<file path="config.mk">
export PLATFORM = sky130hd
export DESIGN_NAME = fifo2pcie_arb
export DESIGN_NICKNAME = d
export VERILOG_FILES = /design/src/rtl/fifo2pcie_arb_pkg.sv /design/src/rtl/fifo2pcie_arb_rr.sv /design/src/rtl/fifo2pcie_arb.sv
export SDC_FILE = /design/constraint.sdc
export NUM_CORES = 1
export LEC_CHECK = 0
export ABC_CLOCK_PERIOD_IN_PS = 3180
export CORE_AREA = 2 2 154 156
export CTS_CLUSTER_SIZE = 30
export DETAILED_ROUTE_END_ITERATION = 8
export DIE_AREA = 0 0 156 158
export PLACE_DENSITY = 0.5
export SLEW_MARGIN = 20
export SYNTH_ARGS = -nofsm -noshare
export SYNTH_HDL_FRONTEND = slang
export SYNTH_SLANG_ARGS = --single-unit
export TNS_END_PERCENT = 5
</file>
<file path="constraint.sdc">
create_clock -name pcie_clk -period 3.18 [get_ports pcie_clk]
set_input_delay 0.636 -clock pcie_clk [delete_from_list [all_inputs] [get_ports pcie_clk]]
set_output_delay 0.636 -clock pcie_clk [all_outputs]
set_load 0.02 [all_outputs]
</file>
<file path="src/rtl/fifo2pcie_arb_pkg.sv">
// Shared types for the FIFO-to-PCIe TX arbiter: FIFO word layout, FSM states
// and the index-width helper used to size channel selectors.
package fifo2pcie_arb_pkg;

  // FIFO words are laid out for the widest legal TLP width (128 bits);
  // narrower instances use the low C_DATA_WIDTH bits only.
  localparam int TX_DATA_W = 128;
  localparam int TX_KEEP_W = TX_DATA_W / 8;
  localparam int TUSER_W   = 4;

  typedef struct packed {
    logic                 data_valid;
    logic                 tvalid;
    logic                 tlast;
    logic [TX_KEEP_W-1:0] tkeep;
    logic [TX_DATA_W-1:0] tdata;
    logic [TUSER_W-1:0]   tuser;
  } PCIE_FIFO_TX_T;

  typedef enum logic [1:0] {
    ST_IDLE = 2'd0,
    ST_ARB  = 2'd1,
    ST_REQ  = 2'd2,
    ST_SEND = 2'd3
  } state_e;

  function automatic int idx_w(input int n);
    return (n > 1) ? $clog2(n) : 1;
  endfunction

endpackage

</file>
<file path="src/rtl/fifo2pcie_arb_rr.sv">
// Combinational round-robin selector: grants the first requester found after
// the last served index, wrapping around.
module rr_arbiter
  import fifo2pcie_arb_pkg::*;
#(
  parameter int N   = 2,
  localparam int IW = idx_w(N)
) (
  input  logic [N-1:0]  req,
  input  logic [IW-1:0] last,
  output logic          gnt_valid,
  output logic [IW-1:0] gnt_idx
);
  logic [IW-1:0] cand;

  // NOTE: every output gets a default before the loop so no path leaves a
  // value held, which is what would otherwise infer a latch.
  always_comb begin
    gnt_valid = 1'b0;
    gnt_idx   = '0;
    cand      = '0;
    // Scan farthest-first so the nearest requester after 'last' wins.
    for (int k = N; k >= 1; k--) begin
      cand = IW'((int'(last) + k) % N);
      if (req[cand]) begin
        gnt_valid = 1'b1;
        gnt_idx   = cand;
      end
    end
  end

endmodule

</file>
<file path="src/rtl/fifo2pcie_arb.sv">
// Arbitrates complete packets from NCH first-word-fall-through FIFOs onto one
// shared PCIe AXI-Stream TX port, round-robin between eligible channels.
module fifo2pcie_arb
  import fifo2pcie_arb_pkg::*;
#(
  parameter int C_DATA_WIDTH = 64,
  parameter int KEEP_WIDTH   = C_DATA_WIDTH / 8,
  parameter int NCH          = 2,
  parameter int CNT_W        = 8,
  localparam int CH_W        = idx_w(NCH)
) (
  input  logic                    pcie_clk,
  input  logic                    pcie_rst_n,
  output logic [NCH-1:0]          ch_rd_en,
  input  PCIE_FIFO_TX_T [NCH-1:0] ch_dout,
  input  logic [NCH-1:0]          ch_empty,
  input  logic [NCH-1:0]          ch_pkt_done,
  output logic                    pcie_tx_req,
  input  logic                    pcie_tx_ack,
  input  logic                    pcie_tready,
  output logic                    pcie_tvalid,
  output logic                    pcie_tlast,
  output logic [KEEP_WIDTH-1:0]   pcie_tkeep,
  output logic [C_DATA_WIDTH-1:0] pcie_tdata,
  output logic [TUSER_W-1:0]      pcie_tuser,
  output logic [CH_W-1:0]         cur_ch,
  output logic [NCH-1:0]          ovf
);
  localparam logic [CNT_W-1:0] PEND_MAX = '1;

  state_e           state_q, state_d;
  logic [CH_W-1:0]  cur_ch_q, cur_ch_d;
  logic [CH_W-1:0]  last_q, last_d;
  logic [CNT_W-1:0] pend_q [NCH];
  logic [NCH-1:0]   ovf_q;
  logic [NCH-1:0]   eligible, dec;
  logic             gnt_valid;
  logic [CH_W-1:0]  gnt_idx;
  PCIE_FIFO_TX_T    sel_word;
  logic             sel_empty, beat_acc, beat_last;
  logic             unused_word;

  assign sel_word    = ch_dout[cur_ch_q];
  assign sel_empty   = ch_empty[cur_ch_q];
  assign unused_word = ^{sel_word.tdata, sel_word.tkeep};
  assign cur_ch      = cur_ch_q;
  assign ovf         = ovf_q;

  always_comb begin
    for (int i = 0; i < NCH; i++) begin
      eligible[i] = (pend_q[i] != '0) && !ch_empty[i];
      dec[i]      = beat_last && (cur_ch_q == CH_W'(i));
    end
  end

  rr_arbiter #(.N(NCH)) u_rr (
    .req      (eligible),
    .last     (last_q),
    .gnt_valid(gnt_valid),
    .gnt_idx  (gnt_idx)
  );

  always_comb begin
    state_d     = state_q;
    cur_ch_d    = cur_ch_q;
    last_d      = last_q;
    ch_rd_en    = '0;
    pcie_tx_req = 1'b0;
    pcie_tvalid = 1'b0;
    pcie_tlast  = 1'b0;
    pcie_tkeep  = '0;
    pcie_tdata  = '0;
    pcie_tuser  = '0;
    beat_acc    = 1'b0;
    beat_last   = 1'b0;
    case (state_q)
      ST_IDLE: begin
        if (gnt_valid) begin
          cur_ch_d = gnt_idx;
          state_d  = ST_ARB;
        end
      end
      ST_ARB: begin
        // Bubble words (data_valid == 0) ahead of a packet are discarded here.
        if (sel_empty)                state_d = ST_IDLE;
        else if (sel_word.data_valid) state_d = ST_REQ;
        else                          ch_rd_en[cur_ch_q] = 1'b1;
      end
      ST_REQ: begin
        pcie_tx_req = 1'b1;
        if (pcie_tx_ack) state_d = ST_SEND;
      end
      ST_SEND: begin
        pcie_tx_req        = 1'b1;
        pcie_tvalid        = sel_word.tvalid && !sel_empty;
        pcie_tlast         = sel_word.tlast;
        pcie_tkeep         = sel_word.tkeep[KEEP_WIDTH-1:0];
        pcie_tdata         = sel_word.tdata[C_DATA_WIDTH-1:0];
        pcie_tuser         = sel_word.tuser;
        beat_acc           = pcie_tvalid && pcie_tready;
        beat_last          = beat_acc && sel_word.tlast;
        ch_rd_en[cur_ch_q] = beat_acc;
        if (beat_last) begin
          state_d = ST_IDLE;
          last_d  = cur_ch_q;
        end
      end
      default: state_d = ST_IDLE;
    endcase
  end

  // NOTE: state registers use non-blocking assignments so every flop samples
  // pre-edge values and updates together, independent of block ordering.
  always_ff @(posedge pcie_clk or negedge pcie_rst_n) begin
    if (!pcie_rst_n) begin
      state_q  <= ST_IDLE;
      cur_ch_q <= '0;
      last_q   <= CH_W'(NCH - 1);
    end else begin
      state_q  <= state_d;
      cur_ch_q <= cur_ch_d;
      last_q   <= last_d;
    end
  end

  // A packet arriving and one leaving in the same cycle cancel out.
  always_ff @(posedge pcie_clk or negedge pcie_rst_n) begin
    if (!pcie_rst_n) begin
      for (int i = 0; i < NCH; i++) pend_q[i] <= '0;
      ovf_q <= '0;
    end else begin
      for (int i = 0; i < NCH; i++) begin
        if (ch_pkt_done[i] && !dec[i]) begin
          if (pend_q[i] == PEND_MAX) ovf_q[i] <= 1'b1;
          else                       pend_q[i] <= pend_q[i] + CNT_W'(1);
        end else if (dec[i] && !ch_pkt_done[i] && pend_q[i] != '0) begin
          pend_q[i] <= pend_q[i] - CNT_W'(1);
        end
      end
    end
  end

endmodule

</file>
Word level (Yosys, flattened, before mapping)
Cells that the tools add are included.
- flip-flop bits (word level): 22
- input bits: 310
- word-level logic and storage cells: 100
- output and inout bits: 84
- mux-type cells: 36
- reductions and logical operators: 34
- order comparisons: 4
- bitwise gates (word level): 2
- equality and inequality tests: 11
- $add $sub $neg: 6
- operator list (kind ; number):
    $mux 151 ; 2
    $mux 64 ; 1
    $mux 8 ; 7
    $add 8x1->8 const B ; 2
    $eq 8x8->1 const B ; 2
    $reduce_bool 8->1 ; 2
    $sub 8x1->8 const B ; 2
    $mux 1 ; 15
    $logic_and 1x1->1 ; 14
    $mux 2 ; 7
    $reduce_and 2->1 ; 6
    $ne 2x2->1 const B ; 5
    $pmux 2 s4 ; 1
    $logic_not 1->1 ; 7
    $lt 1x2->1 const B ; 3
    $eq 2x2->1 const B ; 2
    $mux 4 ; 1
    $pmux 2 s2 ; 1
    $reduce_and 4->1 ; 1
    $reduce_bool 2->1 ; 2
    $ne 3x3->1 const B ; 1
    $add 1x1->1 const B ; 2
    $and 2x2->2 ; 1
    $eq 2x1->1 const B ; 1
    other kinds (5) ; 5

Depth between registers and ports, before layout
- depth after elaboration: 12
- mapped depth: 11
- gate-level depth less buffers: 9

Hierarchy
From an unflattened synthesis, not the netlist that was laid out.
- cell total of the unflattened synthesis: 383
- area total of the unflattened synthesis: 3120.5 µm²
- by module, submodules not included (module ; area each (µm²) ; cells each ; times used ; seq. area each (µm²)):
    fifo2pcie_arb ; 3106.7 ; 381 ; 1 ; 551.8
    rr_arbiter ; 13.8 ; 2 ; 1 ; 0.0

Least setup slack after synthesis
Ideal clock, no wire load.
- kind: input-to-reg
- start point: in ch_empty[1]
- end point: reg pend_q[6] (netlist bit)
- path slack: 223 ps
- stages on the path: 10
- data arrival time: 2871 ps
- buffers on the path: 1
- setup time: 86 ps
- data required time: 3094 ps
- cell sequence: nand2b_1 or3_1 clkbuf_1 nand2_1 ha_1 a211o_1 a2111oi_0 a41oi_1 o2111a_1 nor3_1
- word-level cells in the longest chain between the ends: 12
- elaborated cells between the ends (all ways): 16
- those cells by class: eq/ne: 1; mux: 4; reduce/logical: 11
- ends and longest elaborated chain (item ; line ; text):
    start: declaration ; fifo2pcie_arb.sv:16 ; input logic [NCH-1:0] ch_empty,
    $mux 1 (not written as such) * (2 in a row) ; fifo2pcie_arb.sv:44 ; assign sel_empty = ch_empty[cur_ch_q];
    $logic_not 1->1 * ; fifo2pcie_arb.sv:95 ; pcie_tvalid = sel_word.tvalid && !sel_empty;
    $logic_and 1x1->1 * ; fifo2pcie_arb.sv:95 ;
    $logic_and 1x1->1 * ; fifo2pcie_arb.sv:100 ; beat_acc = pcie_tvalid && pcie_tready;
    $logic_and 1x1->1 * ; fifo2pcie_arb.sv:101 ; beat_last = beat_acc && sel_word.tlast;
    $mux 1 * ; fifo2pcie_arb.sv:76 ; case (state_q)
    $logic_and 1x1->1 * ; fifo2pcie_arb.sv:52 ; dec[i] = beat_last && (cur_ch_q == CH_W'(i));
    $logic_not 1->1 or $logic_and 1x1->1 (tied branches) ; fifo2pcie_arb.sv:133, fifo2pcie_arb.sv:136 ;
    $logic_and 1x1->1, on equally long branches ; fifo2pcie_arb.sv:133, fifo2pcie_arb.sv:136 ;
    $ne 2x2->1 (no line) or $reduce_bool 2->1 (tied branches) ; n/a ;
    $reduce_and 2->1 (no line) ; n/a ;
    end signal: indexed assignment ; fifo2pcie_arb.sv:135 ; else pend_q[i] <= pend_q[i] + CNT_W'(1);
    end signal: indexed assignment ; fifo2pcie_arb.sv:137 ; pend_q[i] <= pend_q[i] - CNT_W'(1);
    end: declaration ; fifo2pcie_arb.sv:34 ; logic [CNT_W-1:0] pend_q [NCH];
Mark *: on every way between the ends. The rest lies on a longest branch, timed or not. The select of a mux whose other input is x is not followed.
A chain may end at the register's enable or synchronous reset.

Worst setup path in the final report
- start point: in ch_empty[0]
- end point: out pcie_tvalid
- word-level cells in the longest chain between the ends: 5
- ends and longest elaborated chain (item ; line ; text):
    $mux 1 (not written as such) (2 in a row) ; fifo2pcie_arb.sv:44 ;
    $logic_not 1->1 ; fifo2pcie_arb.sv:95 ;
    $logic_and 1x1->1 ; fifo2pcie_arb.sv:95 ;
    $mux 1 ; fifo2pcie_arb.sv:76 ;
    end: declaration ; fifo2pcie_arb.sv:21 ; output logic pcie_tvalid,
No other way between the ends. The select of a mux whose other input is x is not followed.

==> qor.csv <==
stage,metric,value,unit
clocking,worst skew pair latency,0.25,ns
yosys,post-synthesis sequential area ratio,0.179,
global_route,pin count of the biggest net entering global routing,45,
setup_path,Worst EP arrival,2.46,ns
pwr,Sw Share,0.501,
setup_path,worst path cell trace,"clkdlybuf4s50_1, nand2b_1, buf_4, o21a_1, nor2_1, clkdlybuf4s50_1",
sta,unrepaired setup endpoints after global routing,no,
place,Setup WS pre-CTS,-0.270,ns
yosys,cell count after synthesis,378,
layout,final instance area,6310,µm²
yosys,largest family of logic cells by synthesized area,multiplexers,
setup_path,worst setup path end,pcie_tvalid,
floorplanning,row count,56,
detailed_routing,ANT nets after route,0,
clocking,CTS tree,built,
yosys,Simple-Gate Fraction of Synth Area,0.239,
global_route,GRT Overall Usage,0.125,
sta,Max Slew Vio Count,0,
yosys,Synth warnings,0,
floorplanning,Die X,156,µm
place,DP HPWL,14400,µm
clocking,H-tree depth,1,
clocking,Worst-path clk slew,0.06,ns
clocking,# clock sinks,22,
layout,fin util,0.274,
sta,setup tns final,0,ns
setup_path,RR Endpoint,pend_q[15]$_DFFE_PN0P_,
global_route,number of global-route vias before repair,3847,
setup_path,R2R setup slack,0.41,ns
detailed_routing,vias per cell,4.10,
place,placed instance area,6210,µm²
yosys,Synth top area share,0.286,
yosys,Mapped Area,3080,µm²
sta,Worst-Margin Slew,0.567,ns
pwr,sequential power share,0.112,
sta,min cycle time layout,3.10,ns
setup_path,startpoint types,input pin,
sta,setup violators final,0,
yosys,biggest area consumer among synthesized cells,mux2i_1,
pwr,Net Switching,2.94,mW
pwr,Cell Pwr Density,929,nW/µm²
yosys,"EDFF count, synth",0,
yosys,Post-synth top cells,"nor2_1 (91), mux2i_1 (88), dfrtp_1 (21), nor3_1 (21)",
sta,slew margin rel.,0.621,
sta,Max Freq,0.323,GHz
global_route,met2 Use GR,0.195,
detailed_routing,DRT Wirelength,16200,µm
layout,area grow syn2layout,105,%
yosys,compound-gate portion of the synthesized area,0.152,
detailed_routing,wire per inst,17.0,µm
yosys,Syn Area/Cell,8.14,µm²
yosys,multiplexer area fraction after synthesis,0.303,
sta,"Hold Violations, Final",0,
clocking,Post-CTS Setup Inserts,0,
floorplanning,Die Span Y,158,µm
yosys,main flop type after synthesis,dfrtp_1,
setup_path,Crit. End Element,output port,
floorplanning,starting density of the core,0.134,
yosys,post-synthesis async set-or-reset flop share,1.00,
setup_path,crit path kind,in -> out,
yosys,synth top area cells,"mux2i_1 (29%), dfrtp_1 (17%), nor2_1 (11%), ha_1 (4.9%), nor3_1 (3.4%)",
clocking,CTS max path bufs,2,
pwr,Pwr Total,5.86,mW
floorplanning,Die ar.,24600,µm²
global_route,met3 usage,0.0348,
min_path,Worst Hold Class,reg -> reg,
setup_path,R2R cell count,10,
layout,Filler Cells Inserted,2520,
sta,Tcrit/Tclk final,0.974,
global_route,first-pass GRT wire length,23200,µm
pwr,Clk pwr share,0.049,
layout,final cell count without fillers,948,
sta,"crit path setup slack, layout",0.0836,ns
clocking,CTS Hold Buffers Added,0,
setup_path,Worst path max stage delay,0.68,ns
flow_run,total of max-cap violations,0,
floorplanning,Ports,394,
setup_path,CP dominant cell by count,clkdlybuf4s50_1,
detailed_routing,drt first pass iters,4,
layout,layout cells sized above 1,0.119,
sta,clock skew,0.00125,ns
place,port bufs,249,
yosys,"Distinct cells, synth",54,
global_route,Global Route met1 Usage,0.180,
clocking,TritonCTS buffer count,3,
floorplanning,core area,23100,µm²
setup_path,Critical Path Stages,6,
setup_path,Critical Path Fanout Max,2,
global_route,Top Usage Layer GRT,met2,
yosys,post-synth net total,702,
setup_path,CP top delay family,buffers and inverters,
outcome,status,finished clean,
yosys,XOR/XNOR Fraction of Synth Area,0.0171,
pwr,Leakage,2.69,nW
sta,Hold WS,0.482,ns
setup_path,Critical path buffers and inverters,3,
global_route,GRT Residual Overflow,0,
setup_path,CP startpoint,ch_empty[0],
setup_path,"Slowest-stage cell, CP",clkdlybuf4s50_1,
place,Placed Cells,943,
detailed_routing,Initial DRC Count,140,
setup_path,critical path required time,2.54,ns
yosys,Synth Area in Adders,0.0618,
detailed_routing,vias,3888,
pwr,Comb power frac,0.839,
pwr,VDD IR-drop max,0.353,mV
detailed_routing,Residual DRC,0,
place,GPL Wtd Cong,0.820,
layout,nets,982,
clocking,CTS Root Cell,clkbuf_16,
yosys,"count leader, synth",nor2_1,
pwr,Internal Pwr Total,2.92,mW
yosys,Yosys reg bits,22,
global_route,initial antenna violation count,3,
[power by group through the flow]
stage | Clock [mW] | Combinational, mW | Sequential (mW)
after floorplan | 0 | 2.63 | 0.569
after global placement | 0 | 4.94 | 0.655
after detailed placement | 0 | 4.96 | 0.652
after CTS | 0.297 | 4.97 | 0.652
after global routing | 0.308 | 5.30 | 0.688
final | 0.288 | 4.92 | 0.656
[final cells by class]
class	instances	area [µm²]	area share
inverters	7	26.3	0.00416
flip-flops and latches	22	556	0.0880
well taps	290	363	0.0575
diodes	1	2.50	0.000396
multi-input cells	324	2390	0.379
repair buffers	300	2880	0.456
clock buffers	4	88.8	0.0141
[timing repair]
action                                  in CTS  in global routing
endpoints found under the setup margin       1                  2
gates resized for setup                      1                  3
cloned                                       0                  0
[placed cells by master, fill, tap and decap left out, types with 3 or more instances in the layout]
cell type,instances
a211oi_1,7
a21o_1,7
a21oi_1,6
a221oi_1,3
buf_4,52
clkbuf_16,3
clkdlybuf4s50_1,246
dfrtp_1,20
ha_1,12
inv_1,7
mux2i_1,88
nand2_1,6
nand2b_1,3
nand4_1,4
nor2_1,91
nor2b_1,3
nor3_1,21
o211a_1,3
o21a_1,3
o21ai_0,11
o21ai_1,4
o221ai_1,6
or4_1,5
xnor2_1,4
[kinds of logic (layout without fill, tap and decap cells)]
group | count (synthesis) | after routing
and+or+nand+nor | 150 | 150
DFF | 22 | 22
xor gates and xnor gates | 6 | 6
adders and majority gates | 14 | 14
muxes | 91 | 91
buffers and inverters | 32 | 311
other | 0 | 1
AOI/OAI and AO/OA | 63 | 63
[state kept, by name, indices dropped and copies added (netlist names), named ones only]
register / flops
pend_q: 16
last_q: 1
state_q: 1
cur_ch: 1
ovf: 2
[worst register-to-register path, delay by kind of cell (launching register included)]
kind	cells	cell delay, ns
AOI/OAI and AO/OA	2	0.37
and+or+nand+nor	4	0.87
muxes	1	0.29
adders and majority gates	1	0.30
buffers and inverters	1	0.15
DFF	1	0.58
xor gates and xnor gates	1	0.14
[metal layers]
layer  share of wire  wire (µm)  vias to the layer above
met5          0.0014         23                        -
met4          0.0043         70                        4
met3            0.11       1810                        8
met2            0.43       7020                      166
met1            0.45       7250                     1760
li1                -          -                     1950
[worst min path at each step]
stage,startpoint,to,slack [ns],cells past startpoint
floorplan,pcie_rst_n,asynchronous set/reset pin,0.34,0
detailed placement,ovf[0]$_DFFE_PN0P_,ovf[0]$_DFFE_PN0P_,0.48,1
finish,ovf[1]$_DFFE_PN0P_,ovf[1]$_DFFE_PN0P_,0.48,1
CTS,ovf[0]$_DFFE_PN0P_,ovf[0]$_DFFE_PN0P_,0.49,1
global placement,ovf[1]$_DFFE_PN0P_,ovf[1]$_DFFE_PN0P_,0.47,1
global route,pend_q[15]$_DFFE_PN0P_,pend_q[15]$_DFFE_PN0P_,0.51,1
Power figures use the tool's default switching activity.
